[src/rtl/uart_rx_frame_parser_if.sv]
// Byte-in / frame-out signal bundle for uart_rx_frame_parser.
// The parser connects through "master"; the UART driver and frame consumer side connects through "slave".
interface uart_rx_frame_parser_if #(
    parameter int P_DATA_WIDTH = 8
);
    logic [P_DATA_WIDTH-1:0] i_rx_data;
    logic                    i_rx_valid;
    logic [P_DATA_WIDTH-1:0] o_frame_data;
    logic                    o_frame_valid;
    logic                    i_frame_ready;
    logic                    o_frame_last;
    logic [7:0]              o_frame_len;
    logic                    o_err;
    logic [2:0]              o_err_code;
    logic                    o_busy;

    modport master (
        input  i_rx_data, i_rx_valid, i_frame_ready,
        output o_frame_data, o_frame_valid, o_frame_last, o_frame_len,
        output o_err, o_err_code, o_busy
    );

    modport slave (
        output i_rx_data, i_rx_valid, i_frame_ready,
        input  o_frame_data, o_frame_valid, o_frame_last, o_frame_len,
        input  o_err, o_err_code, o_busy
    );
endinterface

[src/rtl/uart_rx_frame_parser.sv]
// Hunts for 55 AA LEN payload CHK frames in the received byte stream, buffers the payload
// until the XOR checksum is verified, then replays it over a valid/ready stream.
module uart_rx_frame_parser #(
    parameter int P_DATA_WIDTH = 8,
    parameter int P_MAX_LEN    = 16,
    parameter int P_TIMEOUT    = 1000
) (
    input  logic                  i_clk,
    input  logic                  i_rst,
    uart_rx_frame_parser_if.master bus
);
    localparam int IW = (P_MAX_LEN > 1) ? $clog2(P_MAX_LEN) : 1;
    localparam int TW = $clog2(P_TIMEOUT + 1);
    localparam logic [P_DATA_WIDTH-1:0] SYNC0 = P_DATA_WIDTH'(8'h55);
    localparam logic [P_DATA_WIDTH-1:0] SYNC1 = P_DATA_WIDTH'(8'hAA);

    typedef enum logic [2:0] {
        S_IDLE,
        S_HDR1,
        S_LEN,
        S_PAYLOAD,
        S_CHK,
        S_DRAIN
    } state_t;

    state_t                  state_reg;
    logic                    rx_valid_d_reg;
    logic [P_DATA_WIDTH-1:0] mem_reg [P_MAX_LEN];
    logic [IW-1:0]           idx_reg;
    logic [IW-1:0]           rd_reg;
    logic [TW-1:0]           tmo_reg;
    logic [P_DATA_WIDTH-1:0] chk_reg;
    logic [P_DATA_WIDTH-1:0] data_reg;
    logic [7:0]              len_reg;
    logic                    valid_reg;
    logic                    last_reg;
    logic                    err_reg;
    logic [2:0]              err_code_reg;
    logic                    busy_reg;

    logic          ev;
    logic          handshake;
    logic          in_frame;
    logic          timed_out;
    logic [IW-1:0] rd_last;
    logic [IW-1:0] rd_inc;

    assign ev        = bus.i_rx_valid & ~rx_valid_d_reg;
    assign handshake = valid_reg & bus.i_frame_ready;
    assign in_frame  = (state_reg == S_HDR1) || (state_reg == S_LEN) ||
                       (state_reg == S_PAYLOAD) || (state_reg == S_CHK);
    // A byte arriving in the same cycle the budget runs out takes priority.
    assign timed_out = in_frame && !ev && (tmo_reg == TW'(P_TIMEOUT - 1));
    assign rd_last   = IW'(len_reg - 8'd1);
    assign rd_inc    = rd_reg + 1'b1;

    // Payload buffer: written only while collecting, so it is stable during the drain.
    always_ff @(posedge i_clk) begin
        if (ev && state_reg == S_PAYLOAD) begin
            mem_reg[idx_reg] <= bus.i_rx_data;
        end
    end

    always_ff @(posedge i_clk or posedge i_rst) begin
        if (i_rst) begin
            state_reg      <= S_IDLE;
            rx_valid_d_reg <= 1'b0;
            idx_reg        <= '0;
            rd_reg         <= '0;
            tmo_reg        <= '0;
            chk_reg        <= '0;
            data_reg       <= '0;
            len_reg        <= '0;
            valid_reg      <= 1'b0;
            last_reg       <= 1'b0;
            err_reg        <= 1'b0;
            err_code_reg   <= '0;
            busy_reg       <= 1'b0;
        end else begin
            rx_valid_d_reg <= bus.i_rx_valid;
            err_reg        <= 1'b0;

            if (ev || !in_frame) begin
                tmo_reg <= '0;
            end else begin
                tmo_reg <= tmo_reg + 1'b1;
            end

            if (timed_out) begin
                state_reg    <= S_IDLE;
                busy_reg     <= 1'b0;
                err_reg      <= 1'b1;
                err_code_reg <= 3'd3;
                tmo_reg      <= '0;
            end else begin
                case (state_reg)
                    S_IDLE: begin
                        if (ev && bus.i_rx_data == SYNC0) begin
                            state_reg <= S_HDR1;
                            busy_reg  <= 1'b1;
                        end
                    end
                    S_HDR1: begin
                        if (ev) begin
                            if (bus.i_rx_data == SYNC1) begin
                                state_reg <= S_LEN;
                            end else if (bus.i_rx_data != SYNC0) begin
                                state_reg <= S_IDLE;
                                busy_reg  <= 1'b0;
                            end
                        end
                    end
                    S_LEN: begin
                        if (ev) begin
                            if (bus.i_rx_data == '0 ||
                                bus.i_rx_data > P_DATA_WIDTH'(P_MAX_LEN)) begin
                                state_reg    <= S_IDLE;
                                busy_reg     <= 1'b0;
                                err_reg      <= 1'b1;
                                err_code_reg <= 3'd1;
                            end else begin
                                len_reg   <= 8'(bus.i_rx_data);
                                chk_reg   <= bus.i_rx_data;
                                idx_reg   <= '0;
                                state_reg <= S_PAYLOAD;
                            end
                        end
                    end
                    S_PAYLOAD: begin
                        if (ev) begin
                            chk_reg <= chk_reg ^ bus.i_rx_data;
                            if (8'(idx_reg) == len_reg - 8'd1) begin
                                state_reg <= S_CHK;
                            end else begin
                                idx_reg <= idx_reg + 1'b1;
                            end
                        end
                    end
                    S_CHK: begin
                        if (ev) begin
                            if (bus.i_rx_data == chk_reg) begin
                                state_reg <= S_DRAIN;
                                rd_reg    <= '0;
                                data_reg  <= mem_reg[IW'(0)];
                                last_reg  <= (len_reg == 8'd1);
                                valid_reg <= 1'b1;
                            end else begin
                                state_reg    <= S_IDLE;
                                busy_reg     <= 1'b0;
                                err_reg      <= 1'b1;
                                err_code_reg <= 3'd2;
                            end
                        end
                    end
                    S_DRAIN: begin
                        // Bytes arriving now are dropped; the buffered frame keeps draining.
                        if (ev) begin
                            err_reg      <= 1'b1;
                            err_code_reg <= 3'd4;
                        end
                        if (handshake) begin
                            if (rd_reg == rd_last) begin
                                valid_reg <= 1'b0;
                                last_reg  <= 1'b0;
                                state_reg <= S_IDLE;
                                busy_reg  <= 1'b0;
                            end else begin
                                rd_reg   <= rd_inc;
                                data_reg <= mem_reg[rd_inc];
                                last_reg <= (rd_inc == rd_last);
                            end
                        end
                    end
                    default: begin
                        state_reg <= S_IDLE;
                        busy_reg  <= 1'b0;
                        valid_reg <= 1'b0;
                        last_reg  <= 1'b0;
                    end
                endcase
            end
        end
    end

    assign bus.o_frame_data  = data_reg;
    assign bus.o_frame_valid = valid_reg;
    assign bus.o_frame_last  = last_reg;
    assign bus.o_frame_len   = len_reg;
    assign bus.o_err         = err_reg;
    assign bus.o_err_code    = err_code_reg;
    assign bus.o_busy        = busy_reg;
endmodule

[src/flat_wrapper.sv]
// flat-port wrapper written by rule: the top's interface ports become plain ports
module uart_rx_frame_parser_flat 
#(
    parameter int P_DATA_WIDTH = 8,
    parameter int P_MAX_LEN    = 16,
    parameter int P_TIMEOUT    = 1000
)
  (i_clk, i_rst, bus_i_rx_data, bus_i_rx_valid, bus_i_frame_ready, bus_o_frame_data, bus_o_frame_valid, bus_o_frame_last, bus_o_frame_len, bus_o_err, bus_o_err_code, bus_o_busy);
  uart_rx_frame_parser_if #(.P_DATA_WIDTH(P_DATA_WIDTH)) bus_i ();
  input  logic i_clk;
  input  logic i_rst;
  input wire logic [$bits(bus_i.i_rx_data)-1:0] bus_i_rx_data;
  input wire logic [$bits(bus_i.i_rx_valid)-1:0] bus_i_rx_valid;
  input wire logic [$bits(bus_i.i_frame_ready)-1:0] bus_i_frame_ready;
  output wire logic [$bits(bus_i.o_frame_data)-1:0] bus_o_frame_data;
  output wire logic [$bits(bus_i.o_frame_valid)-1:0] bus_o_frame_valid;
  output wire logic [$bits(bus_i.o_frame_last)-1:0] bus_o_frame_last;
  output wire logic [$bits(bus_i.o_frame_len)-1:0] bus_o_frame_len;
  output wire logic [$bits(bus_i.o_err)-1:0] bus_o_err;
  output wire logic [$bits(bus_i.o_err_code)-1:0] bus_o_err_code;
  output wire logic [$bits(bus_i.o_busy)-1:0] bus_o_busy;
  assign bus_i.i_rx_data = bus_i_rx_data;
  assign bus_i.i_rx_valid = bus_i_rx_valid;
  assign bus_i.i_frame_ready = bus_i_frame_ready;
  assign bus_o_frame_data = bus_i.o_frame_data;
  assign bus_o_frame_valid = bus_i.o_frame_valid;
  assign bus_o_frame_last = bus_i.o_frame_last;
  assign bus_o_frame_len = bus_i.o_frame_len;
  assign bus_o_err = bus_i.o_err;
  assign bus_o_err_code = bus_i.o_err_code;
  assign bus_o_busy = bus_i.o_busy;
  uart_rx_frame_parser #(.P_DATA_WIDTH(P_DATA_WIDTH), .P_MAX_LEN(P_MAX_LEN), .P_TIMEOUT(P_TIMEOUT)) u_core (.i_clk(i_clk), .i_rst(i_rst), .bus(bus_i));
endmodule
[config.mk]
export PLATFORM = sky130hd
export DESIGN_NAME = uart_rx_frame_parser_flat
export DESIGN_NICKNAME = d
export VERILOG_FILES = /design/src/rtl/uart_rx_frame_parser_if.sv /design/src/rtl/uart_rx_frame_parser.sv /design/src/flat_wrapper.sv
export SDC_FILE = /design/constraint.sdc
export NUM_CORES = 1
export LEC_CHECK = 0
export CELL_PAD_IN_SITES_DETAIL_PLACEMENT = 0
export CELL_PAD_IN_SITES_GLOBAL_PLACEMENT = 1
export CORE_UTILIZATION = 57
export CTS_BUF_LIST = sky130_fd_sc_hd__clkbuf_4
export CTS_CLUSTER_DIAMETER = 200
export CTS_CLUSTER_SIZE = 14
export DETAILED_ROUTE_END_ITERATION = 12
export PLACE_DENSITY_LB_ADDON = 0.25
export SLEW_MARGIN = 20
export SYNTH_ARGS = -nofsm -noshare
export SYNTH_HDL_FRONTEND = slang
export SYNTH_SLANG_ARGS = --single-unit
[constraint.sdc]
create_clock -name i_clk -period 5.21 [get_ports i_clk]
set_clock_uncertainty 0.05 [all_clocks]
set_input_delay 1.042 -clock i_clk [delete_from_list [all_inputs] [get_ports i_clk]]
set_output_delay 1.042 -clock i_clk [all_outputs]
set_load 0.05 [all_outputs]
==> impl_metrics.json <==
{
  "status": "completed",
  "synth_edf_count": 128,
  "drt_pass1_iterations": 6,
  "relSlewSlack": 0.234,
  "fin_area_mm2": 0.00887,
  "hold_viol": 0,
  "setup-tns-final_ns": 0,
  "cts_hold_buf": 0,
  "wl_per_cell_um": 21.6,
  "power_mw": 3.55,
  "detail_route.drc_violations": 0,
  "synthMuxAreaShare": 0.0978,
  "synth_cell_types": 63,
  "area_growth_pct": 9.56,
  "tightest_slew_ns": 1.14,
  "dp_hpwl_um": 11500,
  "synth-xor-area-share": 0.0406,
  "p_leak_nw": 3.10,
  "ir_drop_uv": 212,
  "post-route-period-util": 0.636,
  "clkPwrFrac": 0.220,
  "yosysTopAreaCellShare": 0.475,
  "min_period_ns": 3.31,
  "place_area_mm2": 0.00858,
  "cts_resized": 0,
  "drive_gt1_frac": 0.155,
  "cap_violations": 0,
  "track_usage": 0.252,
  "arrival_ns": 3.74,
  "ys_ff_latch": 181,
  "switching_power_mw": 1.21,
  "end_kind": "flop",
  "synth_compound_area_frac": 0.0772,
  "fp.coreArea_mm2": 0.0139,
  "grt_max_degree": 54,
  "ys.flop_type": "edfxtp_1",
  "cts_root_buffer": "clkbuf_4",
  "viasPerCell": 6.25,
  "synth_top_family_by_area": "simple AND/OR/NAND/NOR gates",
  "ys_async_sr_fraction": 0.293,
  "yosys_warnings": 0,
  "fin_nets": 614,
  "postCtsSetupRepairBufs": 0,
  "syn_area_mm2": 0.00810,
  "clkSlewWorstSetupHoldPaths_ns": 0.14,
  "num_io_pins": 35,
  "antenna_found_initial": 1,
  "grt-ovfl-total": 0,
  "design.die.area_mm2": 0.0147,
  "rows": 43,
  "largest_reg_flops": 128,
  "hold_path_class": "flop to flop",
  "route.vias.total": 4926,
  "required_ns": 5.63,
  "switching_share": 0.341,
  "numPortBuffers": 34,
  "finalSetupViolations": 0,
  "rsz0062_at_grt": "false",
  "finalMaxSlewViolations": 0,
  "cts_htree_levels": 4,
  "cts.sink_count": 181,
  "criticalPathCategory": "input pin to flop",
  "syn-instance-count": 564,
  "die_h_um": 121,
  "power_density_mw_per_mm2": 400,
  "synth_fp_nets": 584,
  "initial_utilization": 0.583,
  "cts_tree": "yes",
  "p_int_mw": 2.34,
  "yosysSeqAreaShare": 0.638,
  "multi_input_area_mm2": 0.00276,
  "synth_area_leaders": "edfxtp_1 47%, dfrtp_1 16%, mux4_2 8.9%",
  "fin_cells": 788,
  "drt_iter0_drc": 566,
  "start_kind": "input pin",
  "worstSkewPairLatency_ns": 0.58,
  "clk_path_buf_depth": 2,
  "fmax_ghz": 0.302,
  "routabilityCongestion": 0.832,
  "p_comb_frac": 0.284,
  "regArea_mm2": 0.00517,
  "grt_pass1_wl_um": 26800,
  "drt-total-wl_um": 17100,
  "path_max_fanout": 23,
  "share_seq_of_total_power": 0.496,
  "dp.cells": 755,
  "ant_nets": 0,
  "synth_top_cell_by_area": "edfxtp_1",
  "grt_pass1_vias": 4909,
  "synth_simple_gate_area_frac": 0.113,
  "synth_area_per_cell_um2": 14.4,
  "cts_buffers": 17,
  "synth_fa_ha_area_frac": 0.0124,
  "die_w_um": 121,
  "fin_util": 0.639,
  "fillerInstances": 1049
}
[per-stage QoR]
stage               setup WS, ns  hold slack (ns)
detailed placement          1.31            0.423
floorplan                   2.33            0.405
CTS                         1.88            0.447
global route                1.69            0.483
global placement            1.39            0.415
finish                      1.90            0.448
[Yosys cell counts (all sizes together) (7+ instances only)]
cell,number
edfxtp,128
nand2,55
dfrtp,53
nor2,34
mux4,32
o21ai,29
and2,25
xor2,19
clkbuf,18
xnor2,16
buf,13
a21oi,12
nor3,10
a31oi,9
nand3,9
a2111oi,8
a311oi,8
ha,8
inv,7
[critical path, stage by stage]
cell and delay [ns]:
clkdlybuf4s50_1 1.07, xor2_1 0.22, nor4_1 0.10, and4bb_2 0.24, o211ai_2 0.65, mux2_2 0.41
[area by class of cell]
type	instances	area share
Timing Repair Buffer	42	0.0451
Clock inverter	14	0.0169
Multi-Input combinational cell	345	0.311
Sequential cell	181	0.583
Antenna cell	1	0.000282
Inverter	7	0.00310
Tap cell	180	0.0254
Clock buffer	18	0.0152
[worst paths after layout]
path,endpoint,cells past startpoint,slack [ns],startpoint
max,u_core.rd_reg[3]$_DFFE_PP0P_,6,1.90,bus_i_rx_data[6]
min,u_core.tmo_reg[0]$_DFF_PP0_,1,0.45,u_core.tmo_reg[0]$_DFF_PP0_
max reg2reg,u_core.bus.o_frame_data[7]$_DFFE_PP0P_,7,1.97,u_core.rd_reg[0]$_DFFE_PP0P_
min reg2reg,u_core.tmo_reg[0]$_DFF_PP0_,1,0.45,u_core.tmo_reg[0]$_DFF_PP0_
max in group asynchronous,u_core.rd_reg[0]$_DFFE_PP0P_,2,3.62,i_rst
min in group asynchronous,u_core.tmo_reg[4]$_DFF_PP0_,2,0.90,i_rst
[cell families after synthesis]
logic type	after synthesis
mux	38
xor+xnor	36
compound gates	91
buf+inv	38
flops	181
fa+ha+maj	8
simple gates	172
[routing by layer]
metal	share of wire	wire length (µm)	up-vias	track usage
met5	0	0	-	0
met4	0.012	208	0	0.0772
met3	0.068	1160	19	0.0602
met2	0.48	8120	193	0.388
met1	0.44	7570	2492	0.358
li1	-	-	2222	-
[cells in the final DEF (no fill, tap or decap), types with 8 or more instances in the layout]
master,netlist,layout
edfxtp_1,128,128
and2_1,23,23
mux4_2,32,32
a21oi_1,11,11
clkbuf_4,0,18
nand2_1,55,55
a311oi_1,8,8
buf_4,5,8
xor2_1,19,19
xnor2_1,16,16
clkdlybuf4s50_1,0,34
nor2_1,34,34
a31oi_1,9,9
nand3_1,8,8
dfrtp_1,53,52
o21ai_0,29,29
a2111oi_0,8,8
nor3_1,8,8
[power by group through the flow]
stage | Clock [mW] | Combinational (mW) | Sequential [mW]
after floorplan | 0 | 0.595 | 1.91
after global routing | 0.843 | 1.10 | 1.78
final | 0.781 | 1.01 | 1.76
after CTS | 0.798 | 1.01 | 1.76
after detailed placement | 0 | 1.01 | 1.79
after global placement | 0 | 1.00 | 1.79
(Power assumes the default switching activity.)
